==> src/rtl/gate_vector_sequencer.sv <==
// -----------------------------------------------------------------------------
// gate_vector_sequencer
//
// Self-check controller for the XOR/XNOR/NOT/AND gate block. A run walks
// {a,b,c} through all 8 combinations. Each combination is held for
// HOLD_CYCLES settle cycles and then for one check cycle, in which the
// returned {d,e,f,y} is compared against the matching nibble of EXP_TABLE.
// At the end of a run a one-cycle done pulse is issued. The run also reports
// pass/fail, a mismatch count and the first failing vector.
//
// Parameters
//   HOLD_CYCLES  settle cycles per vector before sampling, legal range 1..15
//   EXP_TABLE    expected {d,e,f,y} for vector v={a,b,c} at [4v+3:4v]
//
// Ports
//   clk         in   rising-edge clock
//   rst         in   synchronous active-high reset
//   start       in   begin a run (honoured only while idle, and not with abort)
//   abort       in   cancel a run in progress
//   d,e,f,y     in   gate block outputs under test
//   a,b,c       out  gate block stimulus, registered
//   busy        out  high while vectors are being settled/checked
//   done        out  one-cycle pulse at the end of a completed run
//   pass        out  last completed run had zero mismatches
//   err_count   out  mismatching vectors in current/last run (0..8)
//   fail_valid  out  at least one mismatch in current/last run
//   fail_vec    out  {a,b,c} of the first mismatch
// -----------------------------------------------------------------------------
module gate_vector_sequencer #(
   parameter int unsigned HOLD_CYCLES = 1,
   parameter logic [31:0] EXP_TABLE   = 32'h5588AA66
) (
   input  logic       clk,
   input  logic       rst,
   input  logic       start,
   input  logic       abort,
   input  logic       d,
   input  logic       e,
   input  logic       f,
   input  logic       y,
   output logic       a,
   output logic       b,
   output logic       c,
   output logic       busy,
   output logic       done,
   output logic       pass,
   output logic [3:0] err_count,
   output logic       fail_valid,
   output logic [2:0] fail_vec
);

   typedef enum logic [1:0] {
      S_IDLE   = 2'd0,
      S_SETTLE = 2'd1,
      S_CHECK  = 2'd2,
      S_DONE   = 2'd3
   } state_t;

   // Last settle-counter value before moving on to the check cycle.
   localparam logic [3:0] HOLD_LAST = 4'(HOLD_CYCLES - 1);

   state_t     state_q;
   logic [2:0] vec_q;
   logic [3:0] cnt_q;
   logic [2:0] abc_q;
   logic       busy_q;
   logic       done_q;
   logic       pass_q;
   logic [3:0] err_q;
   logic       fail_valid_q;
   logic [2:0] fail_vec_q;

   // Expected response table split into one nibble per vector.
   logic [3:0] exp_tbl [8];

   genvar gi;
   generate
      for (gi = 0; gi < 8; gi++) begin : g_exp
         assign exp_tbl[gi] = EXP_TABLE[4*gi +: 4];
      end
   endgenerate

   logic [3:0] sample_d;
   logic       mismatch_d;
   logic [3:0] err_inc_d;
   logic [2:0] vec_inc_d;

   assign sample_d   = {d, e, f, y};
   assign mismatch_d = (sample_d != exp_tbl[vec_q]);
   assign err_inc_d  = err_q + 4'd1;
   assign vec_inc_d  = vec_q + 3'd1;

   always_ff @(posedge clk) begin
      if (rst) begin
         state_q      <= S_IDLE;
         vec_q        <= 3'd0;
         cnt_q        <= 4'd0;
         abc_q        <= 3'd0;
         busy_q       <= 1'b0;
         done_q       <= 1'b0;
         pass_q       <= 1'b0;
         err_q        <= 4'd0;
         fail_valid_q <= 1'b0;
         fail_vec_q   <= 3'd0;
      end else begin
         // done is a single-cycle pulse; only the CHECK->DONE transition raises it.
         done_q <= 1'b0;
         case (state_q)
            S_IDLE: begin
               if (start && !abort) begin
                  state_q      <= S_SETTLE;
                  vec_q        <= 3'd0;
                  cnt_q        <= 4'd0;
                  abc_q        <= 3'd0;
                  busy_q       <= 1'b1;
                  pass_q       <= 1'b0;
                  err_q        <= 4'd0;
                  fail_valid_q <= 1'b0;
                  fail_vec_q   <= 3'd0;
               end
            end

            S_SETTLE: begin
               if (abort) begin
                  state_q <= S_IDLE;
                  busy_q  <= 1'b0;
                  pass_q  <= 1'b0;
                  abc_q   <= 3'd0;
               end else begin
                  cnt_q <= cnt_q + 4'd1;
                  if (cnt_q == HOLD_LAST) begin
                     state_q <= S_CHECK;
                  end
               end
            end

            S_CHECK: begin
               // Abort wins over the sample: the error state freezes as it was.
               if (abort) begin
                  state_q <= S_IDLE;
                  busy_q  <= 1'b0;
                  pass_q  <= 1'b0;
                  abc_q   <= 3'd0;
               end else begin
                  if (mismatch_d) begin
                     err_q <= err_inc_d;
                     if (!fail_valid_q) begin
                        fail_valid_q <= 1'b1;
                        fail_vec_q   <= vec_q;
                     end
                  end
                  if (vec_q == 3'd7) begin
                     // pass must include the result of this final check.
                     state_q <= S_DONE;
                     busy_q  <= 1'b0;
                     done_q  <= 1'b1;
                     abc_q   <= 3'd0;
                     pass_q  <= !mismatch_d && (err_q == 4'd0);
                  end else begin
                     state_q <= S_SETTLE;
                     vec_q   <= vec_inc_d;
                     abc_q   <= vec_inc_d;
                     cnt_q   <= 4'd0;
                  end
               end
            end

            S_DONE: begin
               state_q <= S_IDLE;
            end

            default: begin
               state_q <= S_IDLE;
            end
         endcase
      end
   end

   assign a          = abc_q[2];
   assign b          = abc_q[1];
   assign c          = abc_q[0];
   assign busy       = busy_q;
   assign done       = done_q;
   assign pass       = pass_q;
   assign err_count  = err_q;
   assign fail_valid = fail_valid_q;
   assign fail_vec   = fail_vec_q;

endmodule

==> config.mk <==
export PLATFORM = sky130hd
export DESIGN_NAME = gate_vector_sequencer
export DESIGN_NICKNAME = d
export VERILOG_FILES = /design/src/rtl/gate_vector_sequencer.sv
export SDC_FILE = /design/constraint.sdc
export NUM_CORES = 1
export LEC_CHECK = 0
export ABC_CLOCK_PERIOD_IN_PS = 2650
export CAP_MARGIN = 20
export CORE_ASPECT_RATIO = 0.9
export CORE_UTILIZATION = 53
export DETAILED_ROUTE_END_ITERATION = 12
export PLACE_DENSITY = 0.79
export SETUP_SLACK_MARGIN = 0.02
export SYNTH_ARGS = -nofsm -noshare
export SYNTH_HDL_FRONTEND = slang
export SYNTH_SLANG_ARGS = --single-unit
==> constraint.sdc <==
create_clock -name clk -period 2.65 [get_ports clk]
set_input_delay 0.53 -clock clk [delete_from_list [all_inputs] [get_ports clk]]
set_output_delay 0.53 -clock clk [all_outputs]
set_load 0.005 [all_outputs]
==> summary.md <==
| Metric | Value |
|---|---|
| NetSw | `0.0001922 W` |
| Critical path's slowest cell | `ha_1` |
| CP arrival | `2.31 ns` |
| Post-synthesis sequential area ratio | `0.3309` |
| CTS buffer count | `3` |
| Drt first pass iters | `6` |
| Cell Int Power | `0.0004777 W` |
| Sequential Power Share | `0.537` |
| Clock share of power | `0.244` |
| Bufs and invs on worst path | `1` |
| Die X | `56.01 um` |
| Clock tree from TritonCTS | `done` |
| Antenna violations before repair | `0` |
| Status | `finished clean` |
| Syn Inst Count | `155` |
| Share of cells above drive strength 1 | `0.07471` |
| CTS resizes | `0` |
| Longest Clk Path Bufs | `2` |
| Die Span Y | `50.61 um` |
| Number of distinct library cells after synthesis | `44` |
| Worst Hold Path Cells | `2` |
| Kind of critical path | `reg2reg` |
| H-tree levels | `1` |
| Row count | `17` |
| RSZ-0062 raised after global routing | `no` |
| Combinational power share | `0.219` |
| Req. time, crit path | `2.87 ns` |
| Synthesis-stage register bit count | `23` |
| Area Growth Syn to Fin | `18.17%` |
| Cell Chain, Critical Path | `inv_1, ha_1, nand2b_1, nor2_2, nand2_1, o41ai_1` |
| Final #Nets | `195` |
| Clock sinks | `23` |
| Worst-Skew Late Latency | `0.32 ns` |
| RR Startpoint | `state_q[0]` |
| Leak pwr | `0.6023 nW` |
| Antenna Nets Post-Route | `0` |
| Asr flop ratio synth | `0` |
| HP Class | `reg2reg` |
| Tot GR Track Use | `0.2303` |
| CP startpoint kind | `register` |
| Largest net degree at the start of global routing | `16` |
| Synthesized area | `1391 sq um` |
| Yosys warnings | `0` |
| Crit-path leading delay family | `simple AND/OR/NAND/NOR gates` |
| Hold_buf cts | `0` |
| Die area | `2834 sq um` |
| # diodes | `0` |
| Final wirelength | `3007 um` |
| Top FF cell, synth | `dfxtp_1` |
| Sw frac | `0.2870` |
| Period utilization | `0.7895` |
| Hold Startpoint | `pass` |
| Pwr per Cell Area | `407.5 nW/um^2` |
| Reg2reg path depth | `6` |
| Routability congestion estimate | `0.7553` |
| Post-route DRC | `0` |
| Slew Viols, Final | `0` |
| Ports | `22` |
| Drt wl/cell | `14.89 um` |
| Fmax | `478.0 MHz` |
| Critical Path Max Stage Delay | `0.49 ns` |
| Vias in the first global route | `1085` |
| Setup TNS | `0 ns` |
| Root buffer cell | `clkbuf_4` |
| Count of flip-flops with a built-in enable after synthesis | `0` |
| Clock transition at path regs | `0.13 ns` |
| Postcts setup bufs | `0` |
| DPL Wire Length | `2260 um` |
| Crit path max fanout | `14` |
| Worst slew pin tran | `0.5769 ns` |
| Worst vdd ir | `0.4402 mV` |
| WHS | `0.4818 ns` |
| Placeable Area | `2467 sq um` |
| Worst Skew | `0.009980 ns` |
| Min Clock Period, post-route | `2.092 ns` |
| Final Setup Violations | `0` |
| PortBufs | `21` |
| Initial Util | `0.5639` |
| Initial DRC count | `32` |
| R2r endpoint | `fail_vec[2]` |
| Max cap viols | `0` |
| Via density | `5.931` |
| Grt ovf | `0` |
| Hold EP | `pass` |
| Final hold vios | `0` |
| Rel. slew slack | `0.6142` |
| Syn nets | `175` |
| Syn Area/Cell | `8.976 sq um` |
| First-pass GRT wire length | `5106 um` |
| Via count | `1198` |
| Critical Path Sink Type | `register` |
| Reg2Reg Setup Slack | `0.56 ns` |
[cell usage after synthesis (2+ instances only)]
master	instances	area, sq um
clkbuf_1	6	22.52
nor2_1	11	41.29
nand3_1	10	50.05
nor2b_1	3	18.77
a21oi_1	12	60.06
and2b_1	2	15.01
a2111oi_4	2	55.05
nand2_1	5	18.77
ha_1	12	150.1
nor3_1	2	10.01
mux2_1	2	22.52
dfxtp_1	23	460.4
nand2b_1	5	31.28
mux2i_1	3	30.03
o21ai_1	5	25.02
nor3b_1	7	52.55
nand4_1	2	12.51
inv_1	11	41.29
or2_1	2	12.51
o31ai_1	3	22.52
nand4b_1	2	17.52
o41ai_1	3	26.28
[tightest hold or removal path, stage by stage, from the launching register on]
cell	delay (ns)
dfxtp_1	0.33
nand2b_1	0.06
a21oi_1	0.06
[worst max-delay path by stage]
stage / start / to / slack [ns] / cells after the start
finish: state_q[0] / fail_vec[2] / 0.56 / 6
global route: state_q[0] / fail_vec[0] / 0.31 / 6
CTS: state_q[0] / fail_vec[1] / 0.56 / 6
detailed placement: abort / busy / 0.29 / 5
global placement: start / vec_q[1] / 0.37 / 5
floorplan: state_q[0] / vec_q[1] / 0.81 / 6
[power groups by stage]
stage	clock (W)	combinational, W	sequential (W)
after floorplan	0	0.000106	0.000366
after global placement	0	0.000141	0.000367
after detailed placement	0	0.000146	0.000367
after CTS	0.000171	0.000146	0.000360
after global routing	0.000185	0.000160	0.000362
final	0.000164	0.000146	0.000360
[layout make-up]
class	instances	area, sq um
clock buffer	3	22.52
tap	28	35.03
fill	218	823.3
timing repair buffer	23	225.2
multi-input combinational	113	854.6
clock inverter	1	5.005
sequential	23	460.4
inverter	11	41.29
[metal layers]
| metal | track usage | vias to the layer above | wire length, um |
|---|---|---|---|
| li1 | - | 597 | - |
| met1 | 0.3006 | 580 | 1453 |
| met2 | 0.3869 | 19 | 1443 |
| met3 | 0.05670 | 2 | 94 |
| met4 | 0.04878 | 0 | 14 |
| met5 | 0 | - | 0 |
[registers in the layout (all words and copies together) (netlist names)]
signal / count
abc_q: 3
busy: 1
cnt_q: 4
done: 1
err_count: 4
fail_valid: 1
fail_vec: 3
pass: 1
state_q: 2
vec_q: 3
[through the flow]
step / util / setup slack [ns] / instances / instance area [sq um] / total power, W
2_1_floorplan: - / 0.8112 / 155 / 1391 / 0.0004725
3_3_place_gp: 0.6552 / 0.3708 / 198 / 1617 / 0.0005077
3_5_place_dp: 0.6552 / 0.2879 / 198 / 1617 / 0.0005131
4_1_cts: 0.6663 / 0.5553 / 202 / 1644 / 0.0006765
5_1_grt: 0.6663 / 0.3117 / 202 / 1644 / 0.0007065
6_report: 0.6663 / 0.5579 / 202 / 1644 / 0.0006699
[kinds of logic (layout without fill, tap and decap cells)]
logic type               after synthesis  count (layout)  synth area share
AND/OR/NAND/NOR                       58              58            0.2464
adder cells (fa/ha/maj)               12              12            0.1079
XOR/XNOR                               2               2           0.01259
AO/OA/AOI/OAI                         36              36            0.2095
multiplexers                           5               5           0.03777
flip-flops                            23              23            0.3309
buffers and inverters                 19              38           0.05485
[cell usage in the layout (no fill, tap or decap), types with 2 or more instances in the layout]
master and count:
nand4_1 2, nand2_1 5, mux2i_1 3, nor2b_1 3, clkbuf_4 3, inv_1 11
o31ai_1 3, ha_1 12, nand4b_1 2, a21oi_1 12, clkdlybuf4s50_1 21, nand3_1 10
dfxtp_1 23, buf_4 2, o41ai_1 3, or2_1 2, o21ai_1 5, nand2b_1 5
mux2_1 2, nor3b_1 7, and2b_1 2, nor2_1 11, a2111oi_4 2, nor3_1 2
Note: power is estimated with default switching activity, not from simulation.
